==> src/rtl/rf_wb_scheduler.sv <==
// -----------------------------------------------------------------------------
// rf_wb_scheduler
//
// Purpose:
//   Sequences the single write port of the integer register file. Two
//   writeback sources (EXU = port 0, LSU = port 1) are arbitrated round-robin.
//   The winner is registered into a one-cycle output stage that drives the
//   register file. A per-register busy scoreboard is set on issue and cleared
//   when the staged write commits; decode uses it for RAW/WAW stalls.
//
// Ports:
//   clock, reset           system clock, asynchronous active-high reset
//   exu_valid/ready/rd/data  EXU writeback request and grant
//   lsu_valid/ready/rd/data  LSU writeback request and grant
//   issue_valid/rd/ready     decode issue of a register-writing instruction
//   rs1_addr/rs2_addr        decode source indices
//   rs1_busy/rs2_busy        source has a pending write
//   flush                    clears the whole scoreboard
//   rf_wen/waddr/wdata       registered register-file write port
//
// Optional feature (macro RF_WB_SCHED_PERF_EN):
//   Adds conflict_cnt (cycles with both sources valid) and stall_cnt
//   (cycles with issue_valid && !issue_ready), 32-bit wrapping counters.
// -----------------------------------------------------------------------------
module rf_wb_scheduler #(
  parameter int ADDR_WIDTH = 5,
  parameter int DATA_WIDTH = 32
) (
  input  logic                  clock,
  input  logic                  reset,
  input  logic                  exu_valid,
  output logic                  exu_ready,
  input  logic [ADDR_WIDTH-1:0] exu_rd,
  input  logic [DATA_WIDTH-1:0] exu_data,
  input  logic                  lsu_valid,
  output logic                  lsu_ready,
  input  logic [ADDR_WIDTH-1:0] lsu_rd,
  input  logic [DATA_WIDTH-1:0] lsu_data,
  input  logic                  issue_valid,
  input  logic [ADDR_WIDTH-1:0] issue_rd,
  output logic                  issue_ready,
  input  logic [ADDR_WIDTH-1:0] rs1_addr,
  input  logic [ADDR_WIDTH-1:0] rs2_addr,
  output logic                  rs1_busy,
  output logic                  rs2_busy,
  input  logic                  flush,
  output logic                  rf_wen,
  output logic [ADDR_WIDTH-1:0] rf_waddr,
  output logic [DATA_WIDTH-1:0] rf_wdata
`ifdef RF_WB_SCHED_PERF_EN
  ,
  output logic [31:0]           conflict_cnt,
  output logic [31:0]           stall_cnt
`endif
);

  localparam int NREG = 1 << ADDR_WIDTH;
  localparam logic [ADDR_WIDTH-1:0] X0 = {ADDR_WIDTH{1'b0}};

  // rr_q = 0 favours EXU on contention, 1 favours LSU
  logic                  rr_q, rr_d;
  logic                  exu_gnt, lsu_gnt, any_gnt, both_valid;
  logic [ADDR_WIDTH-1:0] sel_rd;
  logic [DATA_WIDTH-1:0] sel_data;
  logic                  wen_q, wen_d;
  logic [ADDR_WIDTH-1:0] waddr_q, waddr_d;
  logic [DATA_WIDTH-1:0] wdata_q, wdata_d;
  logic [NREG-1:0]       busy_q, busy_d;

  // Round-robin arbitration and pointer update
  always_comb begin
    both_valid = exu_valid & lsu_valid;
    exu_gnt    = exu_valid & (~lsu_valid | ~rr_q);
    lsu_gnt    = lsu_valid & (~exu_valid | rr_q);
    any_gnt    = exu_gnt | lsu_gnt;
    // After a contended grant, point at the loser
    if (both_valid) begin
      rr_d = exu_gnt;
    end else begin
      rr_d = rr_q;
    end
  end

  assign exu_ready = exu_gnt;
  assign lsu_ready = lsu_gnt;

  // Winner selection into the output stage; x0 writes handshake but never write
  always_comb begin
    if (lsu_gnt) begin
      sel_rd   = lsu_rd;
      sel_data = lsu_data;
    end else begin
      sel_rd   = exu_rd;
      sel_data = exu_data;
    end
    wen_d = any_gnt && (sel_rd != X0);
    if (any_gnt) begin
      waddr_d = sel_rd;
      wdata_d = sel_data;
    end else begin
      waddr_d = waddr_q;
      wdata_d = wdata_q;
    end
  end

  // WAW check; a write committing this cycle frees its register for re-issue
  always_comb begin
    issue_ready = !busy_q[issue_rd] || (wen_q && (waddr_q == issue_rd)) || (issue_rd == X0);
  end

  // Scoreboard next state: clear on commit, then set on issue (set wins), flush overrides all
  always_comb begin
    busy_d = busy_q;
    if (flush) begin
      busy_d = {NREG{1'b0}};
    end else begin
      if (wen_q) begin
        busy_d[waddr_q] = 1'b0;
      end else begin
        busy_d = busy_d;
      end
      if (issue_valid && issue_ready && (issue_rd != X0)) begin
        busy_d[issue_rd] = 1'b1;
      end else begin
        busy_d = busy_d;
      end
    end
  end

  // Source lookups; x0 is never busy
  always_comb begin
    rs1_busy = (rs1_addr != X0) && busy_q[rs1_addr];
    rs2_busy = (rs2_addr != X0) && busy_q[rs2_addr];
  end

  // State registers: pointer, output stage, scoreboard
  always_ff @(posedge clock or posedge reset) begin
    if (reset) begin
      rr_q    <= 1'b0;
      wen_q   <= 1'b0;
      waddr_q <= X0;
      wdata_q <= {DATA_WIDTH{1'b0}};
      busy_q  <= {NREG{1'b0}};
    end else begin
      rr_q    <= rr_d;
      wen_q   <= wen_d;
      waddr_q <= waddr_d;
      wdata_q <= wdata_d;
      busy_q  <= busy_d;
    end
  end

  assign rf_wen   = wen_q;
  assign rf_waddr = waddr_q;
  assign rf_wdata = wdata_q;

`ifdef RF_WB_SCHED_PERF_EN
  logic [31:0] conflict_q, conflict_d;
  logic [31:0] stall_q, stall_d;

  // Counter increments; natural 32-bit wrap
  always_comb begin
    if (both_valid) begin
      conflict_d = conflict_q + 32'd1;
    end else begin
      conflict_d = conflict_q;
    end
    if (issue_valid && !issue_ready) begin
      stall_d = stall_q + 32'd1;
    end else begin
      stall_d = stall_q;
    end
  end

  // Counter registers
  always_ff @(posedge clock or posedge reset) begin
    if (reset) begin
      conflict_q <= 32'd0;
      stall_q    <= 32'd0;
    end else begin
      conflict_q <= conflict_d;
      stall_q    <= stall_d;
    end
  end

  assign conflict_cnt = conflict_q;
  assign stall_cnt    = stall_q;
`endif

endmodule

==> config.mk <==
export PLATFORM = sky130hd
export DESIGN_NAME = rf_wb_scheduler
export DESIGN_NICKNAME = d
export VERILOG_FILES = /design/src/rtl/rf_wb_scheduler.sv
export SDC_FILE = /design/constraint.sdc
export NUM_CORES = 1
export LEC_CHECK = 0
export ABC_AREA = 1
export BUFFER_PORTS_ARGS = -buffer_cell sky130_fd_sc_hd__buf_2
export CAP_MARGIN = 20
export CORE_MARGIN = 3
export CORE_UTILIZATION = 55
export DETAILED_ROUTE_END_ITERATION = 8
export GPL_TIMING_DRIVEN = 0
export HOLD_SLACK_MARGIN = 0.06
export PLACE_DENSITY = 0.85
export SETUP_SLACK_MARGIN = 0.15
export SLEW_MARGIN = 20
export SYNTH_ARGS = -nofsm -noshare
export SYNTH_HDL_FRONTEND = slang
export SYNTH_SLANG_ARGS = --single-unit
==> constraint.sdc <==
create_clock -name clock -period 4.4 [get_ports clock]
set_input_delay 0.66 -clock clock [delete_from_list [all_inputs] [get_ports clock]]
set_output_delay 0.66 -clock clock [all_outputs]
set_load 0.02 [all_outputs]
==> reports/summary.log <==
[outcome] result of the run finished clean
[sta] Hold Worst Slack 292.5 ps
[hold_path] Hold Path Class input port to asynchronous set/reset pin
[sta] shortest clock period the worst path allows after layout 2952 ps
[floorplanning] # IOs 138
[floorplanning] core box area 7767 um2
[routing] DRC marker count from the first detailed-route iteration 512
[cells_and_area] layout cell share with drive strength beyond 1 0.2131
[cts] CTS H-Tree Depth 3
[logic_synthesis] average instance area after synthesis 6.739 um2
[sta] share of the clock period used by the worst path after layout 0.6710
[routing] total iterations of the first detailed-routing run 6
[logic_synthesis] cell types occupying the most area after synthesis sky130_fd_sc_hd__dfrtp_1, sky130_fd_sc_hd__nand2_1, sky130_fd_sc_hd__o21ai_0, sky130_fd_sc_hd__a21oi_1, sky130_fd_sc_hd__nand3_1
[cts] Post-CTS Repair Setup Buffers 0
[logic_synthesis] Post-Syn Area 4434 um2
[cts] count of hold buffers inserted by post-cts repair 0
[cts] count of cells resized by post-cts repair 0
[critical_path] startpoint of the worst-slack reg-to-reg timing path busy_q[26]
[global_routing] sum of overflow across all layers after global routing 0
[cells_and_area] register area 1777 um2
[global_routing] first-pass GRT wire length 24510 um
[cells_and_area] nets 898
[cells_and_area] total inserted antenna cells 0
[critical_path] worst reg-to-reg setup slack 2690 ps
[logic_synthesis] library cells used by synthesis 21
[logic_synthesis] cell count after synthesis 658
[placement] Detail Placement HPWL 11530 um
[placement] count of buffers inserted at the top-level ports 133
[placement] setup slack at placement 1518 ps
[critical_path] type of destination of the critical path output port
[cells_and_area] multi-input logic area 2305 um2
[logic_synthesis] synthesis-stage register bit count 71
[global_routing] antenna violations before repair 1
[floorplanning] standard-cell row count 32
[critical_path] Worst R2R Path Depth 12
[run] max-cap violations 0
[floorplanning] Die Wd 95.79 um
[cells_and_area] filler cell count in the final layout 698
[routing] number of nets still failing antenna checks after routing 0
[sta] Worst-Margin Slew 530.1 ps
[cts] cell at the root of the clock tree sky130_fd_sc_hd__clkbuf_8
[global_routing] Tot GR Track Use 0.3463
[routing] vias after detailed routing 5245
[logic_synthesis] part of the Yosys area used for sequential elements 0.4007
[cts] CTS tree done
[sta] final hold violation count 0
[power] static leakage 2.570 nW
[cts] clock input transition at the sequential cells of the worst setup and hold paths 90 ps
[critical_path] endpoint of the worst register-to-register path busy_q[22]
[cts] # clock sinks 71
[routing] post-route DRC violation count 0
[floorplanning] Die Y-Extent 95.79 um
[critical_path] required time of the worst setup path 3740 ps
[logic_synthesis] fraction of synthesized cell area taken by the top area cell type 0.4007
[cells_and_area] synthesis-to-finish area growth 22.29%
[sta] number of slew-limit violations in the final report 0
[cts] clk_lat worst skew 350 ps
[global_routing] vias in the first global route 5130
[sta] maximum operating frequency 0.3387 GHz
[logic_synthesis] Yosys warnings 0
[critical_path] critical path launch point type input port
[floorplanning] DIE AREA 9176 um2
[logic_synthesis] cell type contributing the most total cell area after synthesis sky130_fd_sc_hd__dfrtp_1
[power] maximum vdd drop 0.2606 mV
[critical_path] Critical path origin rs2_addr[1]
[sta] relative slew slack 0.6466
[cts] Max Buffers Root-to-Sink 2
[sta] unrepaired setup endpoints after global routing no
[global_routing] pin count of the biggest net entering global routing 46
[critical_path] CP max FO 10
[routing] Routed wire per std cell 16.58 um
[sta] Clock Skews 19.90 ps
[critical_path] start-to-end type of the worst setup path input port to output port
[critical_path] Arr. time, crit path 2290 ps
[routing] final wirelength 15070 um
[cts] number of buffers added by the clock tree synthesis step 9
[sta] count of final setup violators 0
[critical_path] critical path capture point rs2_busy
[routing] via-per-instance ratio 5.770
[sta] worst setup slack after layout 1448 ps
[power] PwrDens 313.4 nW/um2
[placement] global placer's final weighted congestion 1.018
[floorplanning] Initial Util 0.5709
[logic_synthesis] post-synthesis net count 753
[sta] setup TNS after final layout 0 ps
## state kept, by name, summed over array words and instances, names as in the netlist
name	flops
busy_q	32
rf_waddr	5
rf_wdata	32
rf_wen	1
rr_q	1
## power by group
group | internal (W) | switching (W) | total [W]
logic | 0.000153 | 0.000324 | 0.000477
registers | 0.000712 | 0.0000472 | 0.000759
clock network | 0.000217 | 0.000247 | 0.000464
## worst min path at each step
stage / from / cells past startpoint / end / slack, ps
floorplan: busy_q[0] / 2 / busy_q[0] / 500
global placement: rf_wdata[1] / 2 / rf_wdata[1] / 460
detailed placement: rf_wdata[23] / 2 / rf_wdata[23] / 470
CTS: reset / 2 / busy_q[3] / 290
global route: reset / 2 / busy_q[3] / 310
finish: reset / 2 / busy_q[8] / 290
## kinds of logic (layout without fill, tap and decap cells)
kind of cell	Yosys count	count (layout)	share of synthesized area
and+or+nand+nor	299	299	0.2745
AOI/OAI and AO/OA	199	199	0.2339
buffers and inverters	84	233	0.07957
DFF	71	71	0.4007
muxes	5	5	0.01129
## cell type report
class | instances | area share
clock buffer | 12 | 0.02677
tap | 102 | 0.02353
timing repair buffer | 134 | 0.1278
inverter | 46 | 0.03230
multi-input combinational | 503 | 0.4250
buffer | 38 | 0.03323
sequential | 71 | 0.3276
clock inverter | 3 | 0.003692
## critical path, cell delays in order
cell                       delay [ps]
sky130_fd_sc_hd__clkbuf_1         310
sky130_fd_sc_hd__clkbuf_1         420
sky130_fd_sc_hd__o21ai_0          150
sky130_fd_sc_hd__o21ai_0          290
sky130_fd_sc_hd__nand2_1           90
sky130_fd_sc_hd__nand3_1           90
sky130_fd_sc_hd__a22o_1           110
sky130_fd_sc_hd__buf_2            150
## synth_stat cells
cell                       count
sky130_fd_sc_hd__a22o_1        1
sky130_fd_sc_hd__o21ai_1       7
sky130_fd_sc_hd__buf_6         2
sky130_fd_sc_hd__buf_2        12
sky130_fd_sc_hd__clkbuf_1     22
sky130_fd_sc_hd__o21ai_0      89
sky130_fd_sc_hd__or2_2         1
sky130_fd_sc_hd__inv_2         6
sky130_fd_sc_hd__nor3_1        9
sky130_fd_sc_hd__o22ai_1       4
sky130_fd_sc_hd__nand3_1      63
sky130_fd_sc_hd__nand2_2       1
sky130_fd_sc_hd__nor2_1       80
sky130_fd_sc_hd__dfrtp_1      71
sky130_fd_sc_hd__buf_4         2
sky130_fd_sc_hd__mux2i_1       5
sky130_fd_sc_hd__a31oi_1       2
sky130_fd_sc_hd__o211ai_1     12
sky130_fd_sc_hd__nand2_1     145
sky130_fd_sc_hd__inv_1        40
sky130_fd_sc_hd__a21oi_1      84
## stage by stage
stage,cell area [um2],utilization,power [W],cells
floorplan,4434,-,0.001044,658
global placement,5228,0.6730,0.001227,893
detailed placement,5258,0.6769,0.001241,894
CTS,5423,0.6981,0.001694,909
global route,5423,0.6981,0.001785,909
finish,5423,0.6981,0.001699,909
## placed cells by master, fill, tap and decap left out, types with 2 or more instances in the layout
cell and n:
sky130_fd_sc_hd__buf_2 145, sky130_fd_sc_hd__nand2_1 145, sky130_fd_sc_hd__o21ai_0 89, sky130_fd_sc_hd__a21oi_1 84, sky130_fd_sc_hd__nor2_1 80, sky130_fd_sc_hd__dfrtp_1 71
sky130_fd_sc_hd__nand3_1 63, sky130_fd_sc_hd__inv_1 39, sky130_fd_sc_hd__clkbuf_1 24, sky130_fd_sc_hd__o211ai_1 12, sky130_fd_sc_hd__clkbuf_8 10, sky130_fd_sc_hd__nor3_1 9
sky130_fd_sc_hd__o21ai_1 7, sky130_fd_sc_hd__inv_2 6, sky130_fd_sc_hd__mux2i_1 5, sky130_fd_sc_hd__o22ai_1 4, sky130_fd_sc_hd__buf_4 2, sky130_fd_sc_hd__buf_6 2
sky130_fd_sc_hd__a31oi_1 2, sky130_fd_sc_hd__clkinvlp_4 2
## metal layers
metal / GRT usage / vias to the layer above / part of all wire
li1: - / 2497 / -
met1: 0.4177 / 2361 / 0.37
met2: 0.5773 / 331 / 0.48
met3: 0.07506 / 54 / 0.099
met4: 0.1848 / 2 / 0.043
met5: 0 / - / 0.00086
Note: power is estimated with default switching activity, not from simulation.
